--- config.mk ---
export PLATFORM = sky130hd
export DESIGN_NAME = alu_muldiv_seq
export DESIGN_NICKNAME = d
export VERILOG_FILES = /design/src/rtl/alu_muldiv_seq.sv
export SDC_FILE = /design/constraint.sdc
export NUM_CORES = 1
export LEC_CHECK = 0
export BUFFER_PORTS_ARGS = -buffer_cell sky130_fd_sc_hd__buf_2
export CORE_ASPECT_RATIO = 0.8
export CORE_MARGIN = 2
export CORE_UTILIZATION = 40
export DETAILED_ROUTE_END_ITERATION = 10
export SKIP_LAST_GASP = 1
export SLEW_MARGIN = 20
export SYNTH_ARGS = -nofsm -noshare
export SYNTH_HDL_FRONTEND = slang
export SYNTH_SLANG_ARGS = --single-unit
export TNS_END_PERCENT = 30
--- constraint.sdc ---
create_clock -name clk -period 4.25 [get_ports clk]
set_input_delay 0.2125 -clock clk [delete_from_list [all_inputs] [get_ports clk]]
set_output_delay 0.2125 -clock clk [all_outputs]
set_load 0.02 [all_outputs]
--- src/rtl/alu_muldiv_seq.sv ---
// Iterative RV32M multiply/divide unit: radix-2 shift-add multiply and restoring
// shift-subtract divide, one bit per cycle, then a sign fix-up and a one-cycle result pulse.
module alu_muldiv_seq #(
    parameter int DATA_WIDTH    = 32,
    parameter int OPCODE_LENGTH = 3
) (
    input  logic                     clk,
    input  logic                     reset,
    input  logic                     in_valid,
    output logic                     in_ready,
    input  logic [OPCODE_LENGTH-1:0] Operation,
    input  logic [DATA_WIDTH-1:0]    SrcA,
    input  logic [DATA_WIDTH-1:0]    SrcB,
    input  logic                     flush,
    output logic                     out_valid,
    output logic [DATA_WIDTH-1:0]    Result,
    output logic                     Busy
);
    localparam int W  = DATA_WIDTH;
    localparam int CW = (W > 2) ? $clog2(W) : 1;
    localparam logic [CW-1:0] LAST_BIT = CW'(W - 1);
    localparam logic [W-1:0]  MIN_NEG  = {1'b1, {(W-1){1'b0}}};

    localparam logic [OPCODE_LENGTH-1:0] OP_MUL    = OPCODE_LENGTH'(0);
    localparam logic [OPCODE_LENGTH-1:0] OP_MULH   = OPCODE_LENGTH'(1);
    localparam logic [OPCODE_LENGTH-1:0] OP_MULHSU = OPCODE_LENGTH'(2);
    localparam logic [OPCODE_LENGTH-1:0] OP_MULHU  = OPCODE_LENGTH'(3);
    localparam logic [OPCODE_LENGTH-1:0] OP_DIV    = OPCODE_LENGTH'(4);
    localparam logic [OPCODE_LENGTH-1:0] OP_DIVU   = OPCODE_LENGTH'(5);
    localparam logic [OPCODE_LENGTH-1:0] OP_REM    = OPCODE_LENGTH'(6);
    localparam logic [OPCODE_LENGTH-1:0] OP_REMU   = OPCODE_LENGTH'(7);

    typedef enum logic [1:0] {
        ST_IDLE,
        ST_CALC,
        ST_FIX,
        ST_DONE
    } state_t;

    state_t                     state_q, state_d;
    logic [CW-1:0]              count_q, count_d;
    logic [2*W-1:0]             acc_q, acc_d;
    logic [W-1:0]               opb_q, opb_d;
    logic [OPCODE_LENGTH-1:0]   op_q, op_d;
    logic                       sign_a_q, sign_a_d;
    logic                       sign_b_q, sign_b_d;
    logic [W-1:0]               result_q, result_d;

    // Issue-side decode of the incoming operation
    logic         in_is_div, in_is_rem, in_signed_a, in_signed_b;
    logic         in_sign_a, in_sign_b, in_div_zero, in_div_ovf;
    logic [W-1:0] in_mag_a, in_mag_b, in_special_res;

    always_comb begin
        in_is_div   = (Operation == OP_DIV) || (Operation == OP_DIVU) ||
                      (Operation == OP_REM) || (Operation == OP_REMU);
        in_is_rem   = (Operation == OP_REM) || (Operation == OP_REMU);
        in_signed_a = (Operation == OP_MUL) || (Operation == OP_MULH) ||
                      (Operation == OP_MULHSU) || (Operation == OP_DIV) ||
                      (Operation == OP_REM);
        in_signed_b = (Operation == OP_MUL) || (Operation == OP_MULH) ||
                      (Operation == OP_DIV) || (Operation == OP_REM);
        in_sign_a   = in_signed_a & SrcA[W-1];
        in_sign_b   = in_signed_b & SrcB[W-1];
        in_mag_a    = in_sign_a ? (-SrcA) : SrcA;
        in_mag_b    = in_sign_b ? (-SrcB) : SrcB;
        in_div_zero = in_is_div && (SrcB == '0);
        in_div_ovf  = ((Operation == OP_DIV) || (Operation == OP_REM)) &&
                      (SrcA == MIN_NEG) && (SrcB == '1);
        // Divide-by-zero wins over overflow; the two cannot coincide anyway
        if (in_div_zero) begin
            in_special_res = in_is_rem ? SrcA : '1;
        end else begin
            in_special_res = in_is_rem ? '0 : SrcA;
        end
    end

    // One iteration of each algorithm, evaluated every CALC cycle
    logic         q_is_div;
    logic [W:0]   mul_sum;
    logic [2*W-1:0] mul_next;
    logic [W:0]   rem_shift;
    logic         div_ge;
    logic [W-1:0] rem_sub, rem_keep;
    logic [2*W-1:0] div_next;

    always_comb begin
        q_is_div  = (op_q == OP_DIV) || (op_q == OP_DIVU) ||
                    (op_q == OP_REM) || (op_q == OP_REMU);
        mul_sum   = {1'b0, acc_q[2*W-1:W]} + (acc_q[0] ? {1'b0, opb_q} : {(W+1){1'b0}});
        mul_next  = {mul_sum, acc_q[W-1:1]};
        rem_shift = {acc_q[2*W-1:W], acc_q[W-1]};
        div_ge    = (rem_shift >= {1'b0, opb_q});
        // When div_ge holds the difference is below the divisor, so W bits suffice
        rem_sub   = rem_shift[W-1:0] - opb_q;
        rem_keep  = div_ge ? rem_sub : rem_shift[W-1:0];
        div_next  = {rem_keep, acc_q[W-2:0], div_ge};
    end

    // Sign correction and result selection
    logic [2*W-1:0] prod_fix;
    logic [W-1:0]   quo_fix, rem_fix, fix_res;

    always_comb begin
        prod_fix = (sign_a_q ^ sign_b_q) ? (-acc_q) : acc_q;
        quo_fix  = (sign_a_q ^ sign_b_q) ? (-acc_q[W-1:0]) : acc_q[W-1:0];
        rem_fix  = sign_a_q ? (-acc_q[2*W-1:W]) : acc_q[2*W-1:W];
        case (op_q)
            OP_MUL:                       fix_res = prod_fix[W-1:0];
            OP_MULH, OP_MULHSU, OP_MULHU: fix_res = prod_fix[2*W-1:W];
            OP_DIV, OP_DIVU:              fix_res = quo_fix;
            default:                      fix_res = rem_fix;
        endcase
    end

    always_comb begin
        state_d  = state_q;
        count_d  = count_q;
        acc_d    = acc_q;
        opb_d    = opb_q;
        op_d     = op_q;
        sign_a_d = sign_a_q;
        sign_b_d = sign_b_q;
        result_d = result_q;

        case (state_q)
            ST_IDLE: begin
                if (in_valid) begin
                    op_d     = Operation;
                    sign_a_d = in_sign_a;
                    sign_b_d = in_sign_b;
                    count_d  = '0;
                    if (in_div_zero || in_div_ovf) begin
                        result_d = in_special_res;
                        state_d  = ST_DONE;
                    end else if (in_is_div) begin
                        acc_d   = {{W{1'b0}}, in_mag_a};
                        opb_d   = in_mag_b;
                        state_d = ST_CALC;
                    end else begin
                        // Multiplier sits in the low half and shifts out LSB first
                        acc_d   = {{W{1'b0}}, in_mag_b};
                        opb_d   = in_mag_a;
                        state_d = ST_CALC;
                    end
                end
            end
            ST_CALC: begin
                acc_d = q_is_div ? div_next : mul_next;
                if (count_q == LAST_BIT) begin
                    count_d = '0;
                    state_d = ST_FIX;
                end else begin
                    count_d = count_q + CW'(1);
                end
            end
            ST_FIX: begin
                result_d = fix_res;
                state_d  = ST_DONE;
            end
            default: begin
                state_d = ST_IDLE;
            end
        endcase

        // A flush kills whatever is in flight and blocks a same-cycle issue
        if (flush) begin
            state_d  = ST_IDLE;
            count_d  = '0;
            acc_d    = acc_q;
            opb_d    = opb_q;
            op_d     = op_q;
            sign_a_d = sign_a_q;
            sign_b_d = sign_b_q;
            result_d = result_q;
        end
    end

    always_ff @(posedge clk or negedge reset) begin
        if (!reset) begin
            state_q  <= ST_IDLE;
            count_q  <= '0;
            acc_q    <= '0;
            opb_q    <= '0;
            op_q     <= '0;
            sign_a_q <= 1'b0;
            sign_b_q <= 1'b0;
            result_q <= '0;
        end else begin
            state_q  <= state_d;
            count_q  <= count_d;
            acc_q    <= acc_d;
            opb_q    <= opb_d;
            op_q     <= op_d;
            sign_a_q <= sign_a_d;
            sign_b_q <= sign_b_d;
            result_q <= result_d;
        end
    end

    assign in_ready  = (state_q == ST_IDLE);
    assign Busy      = ~in_ready;
    assign out_valid = (state_q == ST_DONE);
    assign Result    = result_q;

endmodule

## Yosys cells after proc, flatten, opt, wreduce, memory -nomap -nowiden

Index checks and enable logic that the tools add are counted.
W data, S select, Z words.

- Muxes and demuxes: 29
- $lt $le $gt $ge: 1
- Add/subtract/negate cells: 8
- Reduce and logical (&&, ||, !) cells: 33
- Bitwise logic cells: 6
- Equality and inequality tests: 24

Operators with widths:

| operator | number |
|---|---|
| $mux W32 | 13 |
| $mux W64 | 4 |
| $neg A32 Y32 | 4 |
| $pmux W64 S2 | 1 |
| $pmux W32 S3 | 1 |
| $eq A32 B32 Y1 const B | 2 |
| $neg A64 Y64 | 1 |
| $pmux W32 S2 | 1 |
| $add A32 B32 Y33 | 1 |
| $ge A33 B32 Y1 | 1 |
| $logic_not A32 Y1 | 1 |
| $sub A32 B32 Y32 | 1 |
| $eq A3 B3 Y1 const B | 8 |
| $logic_or A1 B1 Y1 | 15 |
| $mux W5 | 3 |
| $reduce_and A4 Y1 | 3 |
| $pmux W5 S2 | 1 |
| $eq A3 B2 Y1 const B | 3 |
| $mux W2 | 4 |
| $eq A3 B1 Y1 const B | 2 |
| $logic_not A3 Y1 | 2 |
| $pmux W2 S3 | 1 |
| $add A5 B1 Y5 const B | 1 |
| $eq A5 B5 Y1 const B | 1 |
| 17 further kinds | 26 |

- Input port bits: 71
- Logic and storage cells: 109
- Output and inout bits: 35
- Flip-flop bits (word level): 140

## Depth between registers and ports, before layout

- Depth after elaboration: 11
- Mapped depth: 14
- Gate-level depth less buffers: 13

## Least setup slack after synthesis

No wires, ideal clock.

- Path type: reg-to-reg
- Start: reg acc_q[0]
- End: reg acc_q[56]
- Buffers on the path: 1
- Clock period less this slack: 3.259 ns
- Setup time: 0.126 ns
- Stages on the path, launching flop included: 14
- Setup slack: 0.991 ns
- Arrival time: 3.133 ns
- Cells stage by stage: dfrtp_1 -> clkinv_1 -> clkbuf_1 -> nor2_1 -> ha_1 -> a21oi_1 -> o21ai_0 -> a221oi_1 -> a31oi_1 -> a2111oi_0 -> o21bai_1 -> a21oi_1 -> xnor2_1 -> a221o_1

- Longest elaborated chain between the ends: 4

RTL lines:

| element | line | source |
|---|---|---|
| start, declared | 42 | `logic [2*W-1:0] acc_q, acc_d;` |
| start signal, assigned | 183 | `acc_q <= '0;` |
| start signal, assigned | 192 | `acc_q <= acc_d;` |
| $mux W32 | 90 | `mul_sum = {1'b0, acc_q[2*W-1:W]} + (acc_q[0] ? {1'b0, opb_q} : {(W+1){1'b0}});` |
| $add A32 B32 Y33 | 90 |  |
| $mux W64 | 149 | `acc_d = q_is_div ? div_next : mul_next;` |
| $pmux W64 S2 | 126 | `case (state_q)` |

Every way passes these cells.
A chain may end at the register's enable or synchronous reset.

## Final worst setup path

- Start: reg opb_q[24]
- End: reg acc_q[63]

- Longest elaborated chain between the ends: 4
- Elaborated cells between the ends (all ways): 7

RTL lines:

| element | line | source |
|---|---|---|
| start, declared | 43 | `logic [W-1:0] opb_q, opb_d;` |
| start signal, assigned | 193 | `opb_q <= opb_d;` |
| $mux W32 (tied with other cells) | 90 |  |
| $add A32 B32 Y33 / $mux W32 (equally long branches) | 90, 96 |  |
| $mux W64 * | 149 |  |
| $pmux W64 S2 * | 126 |  |

Every way passes the cells marked *; elsewhere a longest branch is shown, timed or not.

==> metrics.md <==
| Metric | Value |
|---|---|
| Antenna-violating nets left | 0 |
| Bufs on Longest Clock Path | 2 |
| Num CTS Buffers | 17 |
| Flop pwr share | 18.3% |
| Count of cell types in the netlist | 88 |
| Fillers | 3769 |
| Via-to-Cell Ratio | 6.28 |
| Vias in the first global route | 14630 |
| Routed WL | 60700 um |
| Fin. max-slew vios | 0 |
| Root buf cell | clkbuf_16 |
| TritonCTS clock tree | built |
| Hold Path Origin | Operation[0] |
| Commonest cells after routing, fill and taps aside | a21oi_1 (214), nand2_1 (207), nor2_1 (200) |
| H-tree Lvls | 4 |
| Fraction of registers with async set/reset | 100% |
| FP Rows | 63 |
| Sequential-to-total area share from yosys stat | 23.2% |
| Chip height | 178 um |
| Synth warn | 0 |
| Worst Path Arrival | 4290 ps |
| Clk_lat worst skew | 460 ps |
| PortBufs | 105 |
| Tot Pwr | 14500 uW |
| Peak VDD IR | 0.467 mV |
| Net Sw Power | 7930 uW |
| CP Max Fanout | 18 |
| Clock transition at path regs | 70 ps |
| Leakage power total | 0.00734 uW |
| Die Area | 0.0394 mm2 |
| Share of cells above drive strength 1 | 12.9% |
| Width of the die | 221 um |
| Initial core utilization | 40.7% |
| FMAX | 253 MHz |
| DR pass1 iterations | 6 |
| Power Dens Cells | 865 mW/mm2 |
| Most common cell after layout, fill and taps aside | a21oi_1 |
| Gpl congestion | 0.995 |
| RSZ-0062 raised after global routing | no |
| Worst Path Required | 4590 ps |
| Crit path launch | opb_q[24] |
| CP Launch Type | flip-flop |
| Final setup TNS | 0 ps |
| Final critical-path share of the clock period | 92.9% |
| Syn_area_per_cell | 7.48 um2 |
| Logic pwr share | 70.8% |
| Int Pwr | 6570 uW |
| Switch share | 54.7% |
| Antenna violations before repair | 4 |
| Worst Tran Pin Value | 1150 ps |
| Clock power share | 10.9% |
| First-pass GRT wire length | 91600 um |
| Post-route minimum period | 3950 ps |
| Mapped Area | 0.0151 mm2 |
| Area grow syn2layout | 10.9% |
| Relative slew slack | 23.4% |
| Synth Register Bits | 140 |
| Largest net degree at the start of global routing | 99 |
| Total overflow reported by the global router | 0 |
| Final setup fails | 0 |
| Post-synth EDFFs | 0 |
| Post-CTS Setup Inserts | 0 |
| Core Region | 0.0371 mm2 |
| Number of max-cap violations | 0 |
| Post-Synthesis Cells | 2021 |
| Hold Vio Cnt, Final | 0 |
| Fin Clk Skew | 17.3 ps |
| I/O pins | 106 |
| Drt wl/cell | 23.6 um |
| HPWL Detailed | 47300 um |
| Ys flop type | dfrtp_1 |
| Hold/Removal Path Class | in -> reg |
| Sink Count | 140 |
| Synth Net Count | 2169 |
| Status | finished, final reports clean |
| Total GRT Usage | 30.5% |
| DRC | 0 |
| Crit Path Category | reg -> reg |
| Critical Path End Type | flip-flop |
| Worst r2r src | opb_q[24] |
| Vias | 16117 |
| DR iter-0 viols | 1914 |
| Nets@finish | 2213 |
==> sequential cells by signal, summed over array words and instances, names as in the netlist <==
signal / cells
acc_q: 64
count_q: 5
opb_q: 32
Result: 32
state_q: 2
sign_a_q: 1
op_q: 3
sign_b_q: 1
==> critical path: stages, from the launching register on <==
cell,delay (ps)
dfrtp_1,380
inv_1,120
ha_1,320
a21oi_1,260
o21ai_0,200
a221oi_1,630
o21ai_0,310
a2111oi_4,580
and2_0,230
buf_4,290
a211oi_1,120
o41ai_1,370
==> stage by stage <==
stage                     cell area (um2)  cells  util (%)  hold slack (ps)  worst slack (ps)
after floorplan                     15100   2021         -            -83.1               991
after global placement              16200   2532      43.5              303               398
after detailed placement            16200   2532      43.5              296               315
after CTS                           16800   2565      45.1             70.7               293
after global routing                16800   2565      45.1             78.2              47.7
final                               16800   2566      45.1             85.4               302
==> cells in the mapped netlist, types with 12 or more instances <==
cell | n | area share, %
a211oi_1 | 49 | 2.4
a21o_1 | 41 | 2.0
a21oi_1 | 214 | 7.1
a22o_1 | 15 | 0.87
a31oi_1 | 27 | 1.1
and2_1 | 14 | 0.58
and3_1 | 16 | 0.66
buf_2 | 23 | 0.76
clkbuf_1 | 103 | 2.6
dfrtp_1 | 140 | 23
ha_1 | 75 | 6.2
inv_1 | 71 | 1.8
mux2_2 | 34 | 2.5
mux2i_1 | 28 | 1.9
nand2_1 | 207 | 5.1
nand2b_1 | 12 | 0.50
nand3_1 | 30 | 0.99
nand4_1 | 24 | 0.99
nor2_1 | 200 | 5.0
nor3_1 | 43 | 1.4
nor4_1 | 19 | 0.79
o211ai_1 | 20 | 0.99
o21a_1 | 15 | 0.74
o21ai_0 | 172 | 5.7
o221ai_1 | 14 | 0.81
o31ai_1 | 38 | 1.9
o41ai_1 | 12 | 0.70
or3_1 | 17 | 0.70
xnor2_1 | 104 | 6.0
xor2_1 | 68 | 3.9
==> final timing paths <==
kind | slack (ps) | endpoint | cells after the start
max | 300 | acc_q[63] | 11
min | 90 | op_q[0] | 2
max reg2reg | 300 | acc_q[63] | 11
min reg2reg | 480 | Result[5] | 2
max in group asynchronous | 3050 | acc_q[51] | 3
min in group asynchronous | 340 | Result[15] | 2
==> cell type report <==
class                      instances  area [um2]  share of cell area, %
antenna                            1        2.50                 0.0149
inverter                          72         274                   1.64
sequential                       140        3500                   20.9
tap                              487         609                   3.64
clock inverter                    14         161                  0.963
timing repair buffer             163         997                   5.95
clock buffer                      18         429                   2.56
multi-input combinational       1671       10800                   64.3
==> repair_timing <==
| action | CTS | global route |
|---|---|---|
| endpoints found under the hold margin | 78 | 0 |
| hold buffers | 1 | 0 |
| gates resized for setup | 0 | 1 |
| endpoints found under the setup margin | 0 | 1 |
==> layer usage <==
metal	share of wire [%]	track usage [%]
met1	47	46.5
met2	40	42.4
met3	11	7.45
met4	2.1	7.35
met5	0	0
==> power groups by stage <==
stage,registers (uW),logic (uW),clock network (uW)
after floorplan,2450,7150,0
after global placement,2620,9930,0
after detailed placement,2640,9960,0
after CTS,2620,10000,1590
after global routing,2730,11100,1640
final,2650,10300,1580
==> kinds of logic (layout without fill, tap and decap cells) <==
family	Yosys count	count (layout)	share of synthesized area, %
other cells	0	1	0
buf+inv	210	267	5.65
mux	62	62	4.39
compound gates	716	716	30.3
flops	140	140	23.2
simple gates	644	644	20.0
fa+ha+maj	77	77	6.47
xor+xnor	172	172	9.97
(Power assumes the default switching activity.)
